--- src/rtl/snn_delay_layer_if.sv ---
// Host-side bundle for snn_delay_layer: step/spike strobes, config write port, status and debug.
interface snn_delay_layer_if #(
  parameter int N_IN   = 4,
  parameter int N_OUT  = 2,
  parameter int ADDR_W = 4,
  parameter int VBITS  = 8,
  parameter int SELW   = (N_OUT > 1) ? $clog2(N_OUT) : 1
);
  logic              step;
  logic [N_IN-1:0]   in_spikes;
  logic              cfg_we;
  logic [ADDR_W-1:0] cfg_addr;
  logic [7:0]        cfg_wdata;
  logic [SELW-1:0]   debug_sel;
  logic [N_OUT-1:0]  out_spikes;
  logic              out_valid;
  logic              busy;
  logic              overrun;
  logic              cfg_err;
  logic [VBITS-1:0]  debug_v;

  modport master (
    output step, in_spikes, cfg_we, cfg_addr, cfg_wdata, debug_sel,
    input  out_spikes, out_valid, busy, overrun, cfg_err, debug_v
  );

  modport slave (
    input  step, in_spikes, cfg_we, cfg_addr, cfg_wdata, debug_sel,
    output out_spikes, out_valid, busy, overrun, cfg_err, debug_v
  );
endinterface

--- src/rtl/snn_delay_layer.sv ---
// Fully-connected LIF layer with per-synapse signed weights and axonal delays, one input column per cycle.
// Optional macro SNN_REFRACTORY_EN: a neuron that fired sits out the following step.

module snn_lif_neuron #(
  parameter int WBITS = 4,
  parameter int VBITS = 8
) (
  input  logic             system_clock,
  input  logic             reset,
  input  logic             leak_i,
  input  logic             acc_i,
  input  logic             fire_i,
  input  logic [2:0]       leak_shift_i,
  input  logic             hit_i,
  input  logic [WBITS-1:0] w_i,
  input  logic [VBITS-2:0] thresh_i,
  output logic [VBITS-1:0] v_o,
  output logic             spike_o
);
  logic signed [VBITS-1:0] v_q, v_d;
  logic signed [VBITS-1:0] wext, leak_amt;
  logic signed [VBITS:0]   sum;
  logic                    blocked, over_th, spike;

`ifdef SNN_REFRACTORY_EN
  logic refr_q, refr_d;
  assign blocked = refr_q;
  assign refr_d  = fire_i ? spike : refr_q;
  always_ff @(posedge system_clock) begin
    if (reset) refr_q <= 1'b0;
    else       refr_q <= refr_d;
  end
`else
  assign blocked = 1'b0;
`endif

  always_comb begin
    wext     = VBITS'($signed(w_i));
    sum      = {v_q[VBITS-1], v_q} + {wext[VBITS-1], wext};
    leak_amt = v_q >>> leak_shift_i;
    over_th  = (v_q >= $signed({1'b0, thresh_i}));
    spike    = fire_i & over_th & ~blocked;
    v_d      = v_q;
    if (leak_i && !blocked && leak_shift_i != 3'd0) begin
      v_d = v_q - leak_amt;
    end else if (acc_i && hit_i && !blocked) begin
      // overflow shows up as disagreement between the two top bits
      if (sum[VBITS] != sum[VBITS-1])
        v_d = sum[VBITS] ? {1'b1, {(VBITS-1){1'b0}}} : {1'b0, {(VBITS-1){1'b1}}};
      else
        v_d = sum[VBITS-1:0];
    end else if (spike) begin
      v_d = '0;
    end
  end

  always_ff @(posedge system_clock) begin
    if (reset) v_q <= '0;
    else       v_q <= v_d;
  end

  assign v_o     = v_q;
  assign spike_o = spike;
endmodule

module snn_delay_layer #(
  parameter int N_IN        = 4,
  parameter int N_OUT       = 2,
  parameter int WBITS       = 4,
  parameter int DBITS       = 2,
  parameter int VBITS       = 8,
  parameter int THRESH_INIT = 16,
  parameter int ADDR_W      = 4
) (
  input  logic system_clock,
  input  logic reset,
  snn_delay_layer_if.slave bus
);
  localparam int N_S  = N_IN * N_OUT;
  localparam int HD   = 1 << DBITS;
  localparam int IW   = (N_IN > 1) ? $clog2(N_IN) : 1;
  localparam int SELW = (N_OUT > 1) ? $clog2(N_OUT) : 1;

  typedef enum logic [1:0] {S_IDLE, S_LOAD, S_ACCUM, S_FIRE} state_e;

  state_e          state_q, state_d;
  logic [IW-1:0]   idx_q, idx_d;
  logic            busy, leak_en, acc_en, fire_en, cfg_ok;

  logic [N_IN-1:0]                        cap_q, cap_d;
  logic [N_IN-1:0][HD-1:0]                hist_q, hist_d;
  logic [N_IN-1:0][N_OUT-1:0][WBITS-1:0]  w_q, w_d;
  logic [N_IN-1:0][N_OUT-1:0][DBITS-1:0]  d_q, d_d;
  logic [VBITS-2:0]                       thr_q, thr_d;
  logic [2:0]                             leak_q, leak_d;
  logic [N_OUT-1:0]                       spk_q, spk_d;
  logic                                   vld_q, vld_d;
  logic                                   ovr_q, ovr_d;
  logic                                   cerr_q, cerr_d;

  logic [N_OUT-1:0]                       hit, spike_n;
  logic [N_OUT-1:0][WBITS-1:0]            wcol;
  logic [N_OUT-1:0][VBITS-1:0]            v_all;
  logic [VBITS-1:0]                       dbg;
  logic                                   unused_wdata;

  assign unused_wdata = ^bus.cfg_wdata;

  always_ff @(posedge system_clock) begin
    if (reset) begin
      state_q <= S_IDLE;
      idx_q   <= '0;
    end else begin
      state_q <= state_d;
      idx_q   <= idx_d;
    end
  end

  always_comb begin
    state_d = state_q;
    idx_d   = idx_q;
    case (state_q)
      S_IDLE:  if (bus.step) state_d = S_LOAD;
      S_LOAD:  begin state_d = S_ACCUM; idx_d = '0; end
      S_ACCUM: begin
        if (idx_q == IW'(N_IN - 1)) state_d = S_FIRE;
        else                        idx_d   = idx_q + 1'b1;
      end
      S_FIRE:  state_d = S_IDLE;
      default: state_d = S_IDLE;
    endcase
  end

  always_comb begin
    busy    = (state_q != S_IDLE);
    leak_en = (state_q == S_LOAD);
    acc_en  = (state_q == S_ACCUM);
    fire_en = (state_q == S_FIRE);
  end

  assign cfg_ok = bus.cfg_we & ~busy;

  always_comb begin
    cap_d  = cap_q;
    hist_d = hist_q;
    w_d    = w_q;
    d_d    = d_q;
    thr_d  = thr_q;
    leak_d = leak_q;
    spk_d  = spk_q;
    ovr_d  = ovr_q | (busy & bus.step);
    cerr_d = cerr_q | (busy & bus.cfg_we);
    vld_d  = fire_en;
    if (!busy && bus.step) cap_d = bus.in_spikes;
    // slot 0 always holds the spike of the step being processed
    if (leak_en)
      for (int i = 0; i < N_IN; i++) hist_d[i] = HD'({hist_q[i], cap_q[i]});
    if (cfg_ok) begin
      for (int i = 0; i < N_IN; i++)
        for (int j = 0; j < N_OUT; j++)
          if (bus.cfg_addr == ADDR_W'(i * N_OUT + j)) begin
            w_d[i][j] = bus.cfg_wdata[WBITS-1:0];
            d_d[i][j] = bus.cfg_wdata[WBITS+DBITS-1:WBITS];
          end
      if (bus.cfg_addr == ADDR_W'(N_S))     thr_d  = bus.cfg_wdata[VBITS-2:0];
      if (bus.cfg_addr == ADDR_W'(N_S + 1)) leak_d = bus.cfg_wdata[2:0];
    end
    if (fire_en) spk_d = spike_n;
  end

  always_ff @(posedge system_clock) begin
    if (reset) begin
      cap_q  <= '0;
      hist_q <= '0;
      w_q    <= '0;
      d_q    <= '0;
      thr_q  <= (VBITS-1)'(THRESH_INIT);
      leak_q <= '0;
      spk_q  <= '0;
      vld_q  <= 1'b0;
      ovr_q  <= 1'b0;
      cerr_q <= 1'b0;
    end else begin
      cap_q  <= cap_d;
      hist_q <= hist_d;
      w_q    <= w_d;
      d_q    <= d_d;
      thr_q  <= thr_d;
      leak_q <= leak_d;
      spk_q  <= spk_d;
      vld_q  <= vld_d;
      ovr_q  <= ovr_d;
      cerr_q <= cerr_d;
    end
  end

  always_comb begin
    for (int j = 0; j < N_OUT; j++) begin
      wcol[j] = w_q[idx_q][j];
      hit[j]  = hist_q[idx_q][d_q[idx_q][j]];
    end
  end

  for (genvar j = 0; j < N_OUT; j++) begin : g_nrn
    snn_lif_neuron #(.WBITS(WBITS), .VBITS(VBITS)) u_nrn (
      .system_clock (system_clock),
      .reset        (reset),
      .leak_i       (leak_en),
      .acc_i        (acc_en),
      .fire_i       (fire_en),
      .leak_shift_i (leak_q),
      .hit_i        (hit[j]),
      .w_i          (wcol[j]),
      .thresh_i     (thr_q),
      .v_o          (v_all[j]),
      .spike_o      (spike_n[j])
    );
  end

  always_comb begin
    dbg = '0;
    for (int j = 0; j < N_OUT; j++)
      if (bus.debug_sel == SELW'(j)) dbg = v_all[j];
  end

  assign bus.out_spikes = spk_q;
  assign bus.out_valid  = vld_q;
  assign bus.busy       = busy;
  assign bus.overrun    = ovr_q;
  assign bus.cfg_err    = cerr_q;
  assign bus.debug_v    = dbg;
endmodule

--- src/flat_wrapper.sv ---
// flat-port wrapper written by rule: the top's interface ports become plain ports
module snn_delay_layer_flat 
#(
  parameter int N_IN        = 4,
  parameter int N_OUT       = 2,
  parameter int WBITS       = 4,
  parameter int DBITS       = 2,
  parameter int VBITS       = 8,
  parameter int THRESH_INIT = 16,
  parameter int ADDR_W      = 4
)
  (system_clock, reset, bus_step, bus_in_spikes, bus_cfg_we, bus_cfg_addr, bus_cfg_wdata, bus_debug_sel, bus_out_spikes, bus_out_valid, bus_busy, bus_overrun, bus_cfg_err, bus_debug_v);
  snn_delay_layer_if #(.N_IN(N_IN), .N_OUT(N_OUT), .ADDR_W(ADDR_W), .VBITS(VBITS)) bus_i ();
  input  logic system_clock;
  input  logic reset;
  input wire logic [$bits(bus_i.step)-1:0] bus_step;
  input wire logic [$bits(bus_i.in_spikes)-1:0] bus_in_spikes;
  input wire logic [$bits(bus_i.cfg_we)-1:0] bus_cfg_we;
  input wire logic [$bits(bus_i.cfg_addr)-1:0] bus_cfg_addr;
  input wire logic [$bits(bus_i.cfg_wdata)-1:0] bus_cfg_wdata;
  input wire logic [$bits(bus_i.debug_sel)-1:0] bus_debug_sel;
  output wire logic [$bits(bus_i.out_spikes)-1:0] bus_out_spikes;
  output wire logic [$bits(bus_i.out_valid)-1:0] bus_out_valid;
  output wire logic [$bits(bus_i.busy)-1:0] bus_busy;
  output wire logic [$bits(bus_i.overrun)-1:0] bus_overrun;
  output wire logic [$bits(bus_i.cfg_err)-1:0] bus_cfg_err;
  output wire logic [$bits(bus_i.debug_v)-1:0] bus_debug_v;
  assign bus_i.step = bus_step;
  assign bus_i.in_spikes = bus_in_spikes;
  assign bus_i.cfg_we = bus_cfg_we;
  assign bus_i.cfg_addr = bus_cfg_addr;
  assign bus_i.cfg_wdata = bus_cfg_wdata;
  assign bus_i.debug_sel = bus_debug_sel;
  assign bus_out_spikes = bus_i.out_spikes;
  assign bus_out_valid = bus_i.out_valid;
  assign bus_busy = bus_i.busy;
  assign bus_overrun = bus_i.overrun;
  assign bus_cfg_err = bus_i.cfg_err;
  assign bus_debug_v = bus_i.debug_v;
  snn_delay_layer #(.N_IN(N_IN), .N_OUT(N_OUT), .WBITS(WBITS), .DBITS(DBITS), .VBITS(VBITS), .THRESH_INIT(THRESH_INIT), .ADDR_W(ADDR_W)) u_core (.system_clock(system_clock), .reset(reset), .bus(bus_i));
endmodule
--- config.mk ---
export PLATFORM = sky130hd
export DESIGN_NAME = snn_delay_layer_flat
export DESIGN_NICKNAME = d
export VERILOG_FILES = /design/src/rtl/snn_delay_layer_if.sv /design/src/rtl/snn_delay_layer.sv /design/src/flat_wrapper.sv
export SDC_FILE = /design/constraint.sdc
export NUM_CORES = 1
export LEC_CHECK = 0
export CAP_MARGIN = 30
export CORE_MARGIN = 3
export CORE_UTILIZATION = 27
export DETAILED_ROUTE_END_ITERATION = 12
export PLACE_DENSITY_LB_ADDON = 0.08
export SLEW_MARGIN = 20
export SYNTH_ARGS = -nofsm -noshare
export SYNTH_HDL_FRONTEND = slang
export SYNTH_SLANG_ARGS = --single-unit
--- constraint.sdc ---
create_clock -name system_clock -period 3.36 [get_ports system_clock]
set_clock_uncertainty 0.15 [all_clocks]
set_input_delay 0.672 -clock system_clock [delete_from_list [all_inputs] [get_ports system_clock]]
set_output_delay 0.672 -clock system_clock [all_outputs]
set_load 0.005 [all_outputs]
==> summary.txt <==
Timing
  – Slew Limit Fails: 0
  – Final Hold Fails: 0
  – Period utilization: 0.961
  – RSZ-0062 raised after global routing: true
  – Rel. slew slack: 0.641
  – Pin slew with the least headroom to its limit: 0.538 ns
  – Fin crit period: 3.23 ns
  – Setup TNS Final: 0 ns
  – Max Fclk: 310 MHz
  – Final setup violation count: 0

Flow run
  – Max_cap viols: 0

Global routing
  – Total grt overflow: 0
  – First-pass GRT wire length: 29800 um
  – Total track usage: 0.143
  – Vias in the first global route: 5320
  – Initial antenna violation count: 0
  – Largest net degree at the start of global routing: 104

Synthesis
  – Ys async rst share: 0
  – Syn nets: 756
  – Synth Area in Compound Gates: 0.132
  – Cell Area, Synth: 6570 um^2
  – Syn Area/Cell: 9.64 um^2
  – Yosys reg bits: 103
  – Synth Area in XOR/XNOR: 0.0253
  – Register area share after synthesis: 0.314
  – Adder-cell share of the synthesized area: 0.109
  – Synth warnings: 0
  – Post-synth EDFFs: 0
  – Synth Area in Simple Gates: 0.138
  – Mapped Cells: 682
  – Main synth FF type: dfxtp_1
  – Largest family of logic cells by synthesized area: multiplexers
  – Mux contribution to synthesized area: 0.241
  – Post-synthesis cell type count: 58

Pwr
  – Pwr dens: 418 nW/um^2
  – Lkg Pwr: 3.40 nW
  – Sequential share of power: 0.393
  – Clock power share: 0.299
  – NetSw: 0.00112 W
  – Switching share of total power: 0.326
  – Worst ir drop on vdd: 0.272 mV
  – Int Pwr: 0.00231 W
  – Power share of the combinational group: 0.308

Die
  – IO Pins: 35
  – Core area: 23700 um^2
  – Die area: 26300 um^2
  – Width of the die: 162 um
  – Initial cell density of the core: 0.278
  – Row count: 56
  – Die height: 162 um

Worst setup path
  – CP required: 3.43 ns
  – Setup Crit Path Kind: flop to flop
  – Worst-path cell chain: buf_4 -> mux4_2 -> ha_4 -> a21o_1 -> o21bai_1 -> o31a_1 -> and2_1 -> maj3_1 -> a221oi_2 -> nor3_1
  – Crit start category: flop
  – CP max-delay cell: mux4_2
  – CP arrival: 3.30 ns
  – Crit end category: flop
  – CP max FO: 4
  – CP max stage delay: 0.58 ns

Routing
  – Via/cell ratio: 4.78
  – DRC: 0
  – DRT Pass-1 Iters: 4
  – Wire per inst: 16.9 um
  – Total number of vias: 5213
  – Drt total wl: 18400 um
  – Starting DRT DRC Count: 251
  – Post-route ant nets: 0

Final layout
  – Final layout net count: 841
  – Synth-to-Final Area Change: 24.7%
  – Fin cells: 1091
  – Post-route cell area: 8200 um^2
  – Share of cells above drive strength 1: 0.225
  – N_diodes: 0

Clock network
  – Worst skew pair latency: 0.35 ns
  – CTS Hold Buffers Added: 0
  – H-Tree Depth: 3
  – Reg clk slew, reported paths: 0.08 ns
  – Sink Count: 103
  – CTS Buf Count: 9
  – CTS tree: done
  – CTS root buffer: clkbuf_16
  – Max clock buf depth: 2

Placement
  – GPL Wtd Cong: 0.755
  – Placed Area: 7710 um^2
  – Cells after DPL: 1068
  – DP Wirelength: 13900 um
  – Count of input and output buffers: 33

Worst hold path
  – HP Class: flop to flop

Status
  – Status: completed
-- cell families after synthesis --
group,Yosys count
buffers and inverters,63
AOI/OAI and AO/OA,121
DFF,103
xor gates and xnor gates,19
adders and majority gates,55
muxes,125
and+or+nand+nor,196
-- Yosys cell counts, types with 2 or more instances --
master / instances / area (um^2)
nor2_1: 107 / 402
dfxtp_1: 103 / 2060
mux2i_1: 90 / 901
ha_1: 49 / 613
a21oi_1: 32 / 160
nand2_1: 28 / 105
inv_1: 25 / 93.8
o21ai_0: 25 / 125
mux4_2: 24 / 541
clkbuf_1: 23 / 86.3
a21o_1: 14 / 105
nand3_1: 13 / 65.1
xnor2_1: 12 / 105
nand2b_1: 10 / 62.6
nor3_1: 10 / 50.1
mux2_2: 9 / 101
nor2b_1: 8 / 50.1
o211ai_1: 8 / 60.1
xor2_1: 7 / 61.3
buf_1: 6 / 22.5
buf_2: 6 / 30.0
a211oi_1: 5 / 37.5
a211oi_2: 5 / 62.6
a31oi_1: 5 / 31.3
a221oi_2: 4 / 60.1
a311oi_2: 4 / 60.1
fa_1: 4 / 80.1
and3_1: 3 / 18.8
nand3b_1: 3 / 22.5
nor2_2: 3 / 18.8
a211o_1: 2 / 17.5
a22o_1: 2 / 17.5
a22oi_1: 2 / 15.0
a311oi_1: 2 / 17.5
buf_6: 2 / 22.5
maj3_1: 2 / 20.0
nor3b_2: 2 / 25.0
o211a_1: 2 / 20.0
o21bai_1: 2 / 15.0
-- registers in the layout, summed over array words and instances, names as in the netlist --
register / cells
u_core.state_q: 2
u_core.thr_q: 7
u_core.w_q: 32
u_core.leak_q: 3
u_core.cap_q: 4
u_core.g_nrn.u_nrn.v_o: 16
u_core.idx_q: 2
u_core.bus.out_spikes: 2
u_core.bus.cfg_err: 1
u_core.bus.overrun: 1
u_core.hist_q: 16
u_core.bus.out_valid: 1
u_core.d_q: 16
-- routing by layer --
| metal | global-route usage | part of all wire |
|---|---|---|
| met5 | 0 | 0 |
| met4 | 0.0333 | 0.0095 |
| met3 | 0.0145 | 0.020 |
| met2 | 0.233 | 0.46 |
| met1 | 0.204 | 0.51 |
-- layout by cell type, fill, tap and decap left out, drive strengths merged, types with 5 or more instances in the layout --
| master | n |
|---|---|
| a211oi | 10 |
| a21o | 14 |
| a21oi | 32 |
| a221oi | 5 |
| a311oi | 6 |
| a31oi | 5 |
| buf | 80 |
| clkbuf | 10 |
| clkdlybuf4s50 | 32 |
| dfxtp | 103 |
| ha | 49 |
| inv | 28 |
| mux2 | 10 |
| mux2i | 90 |
| mux4 | 25 |
| nand2 | 28 |
| nand2b | 10 |
| nand3 | 14 |
| nor2 | 110 |
| nor2b | 8 |
| nor3 | 11 |
| o211ai | 8 |
| o21ai | 25 |
| xnor2 | 12 |
| xor2 | 7 |
-- what timing repair did --
action,CTS,global route
gates resized for setup,4,29
pin swaps,0,9
endpoints found under the setup margin,14,15
buffers inserted,0,7
gates cloned,0,0
-- critical path: cells and delay by family, from the launching register on --
kind,cells,cell delay (ns)
fa+ha+maj,2,0.63
simple gates,2,0.26
buf+inv,1,0.12
mux,1,0.58
flops,1,0.38
compound gates,4,0.99
-- stage by stage --
step           setup WS [ns]  power [W]   util  hold slack, ns
2_1_floorplan        -0.0161    0.00204      -           0.285
3_3_place_gp         -0.0919    0.00238  0.326           0.303
3_5_place_dp          -0.116    0.00239  0.326           0.305
4_1_cts             -0.00520    0.00345  0.338           0.321
5_1_grt              -0.0238    0.00365  0.346           0.332
6_report               0.131    0.00343  0.346           0.318
-- worst paths after layout --
kind | cells past startpoint | from | end | slack (ns)
worst min register to register | 2 | u_core.cap_q[1] | u_core.cap_q[1] | 0.32
worst min-delay path | 2 | u_core.cap_q[1] | u_core.cap_q[1] | 0.32
worst max-delay path | 10 | u_core.idx_q[0] | u_core.g_nrn[0].u_nrn.v_o[3] | 0.13
worst max register to register | 10 | u_core.idx_q[0] | u_core.g_nrn[0].u_nrn.v_o[3] | 0.13
-- power by group through the flow --
| stage | logic, W | clock network [W] | registers [W] |
|---|---|---|---|
| finish | 0.00106 | 0.00103 | 0.00135 |
| global route | 0.00117 | 0.00112 | 0.00136 |
| CTS | 0.00103 | 0.00107 | 0.00135 |
| detailed placement | 0.00102 | 0 | 0.00138 |
| global placement | 0.00100 | 0 | 0.00137 |
| floorplan | 0.000680 | 0 | 0.00136 |
-- cell type report --
| class | instances | area [um^2] |
|---|---|---|
| Clock buffer | 10 | 229 |
| Clock inverter | 6 | 53.8 |
| Fill cell | 2462 | 15500 |
| Inverter | 25 | 93.8 |
| Multi-Input combinational cell | 516 | 4390 |
| Sequential cell | 103 | 2070 |
| Tap cell | 319 | 399 |
| Timing Repair Buffer | 112 | 961 |
Power figures use the tool's default switching activity.
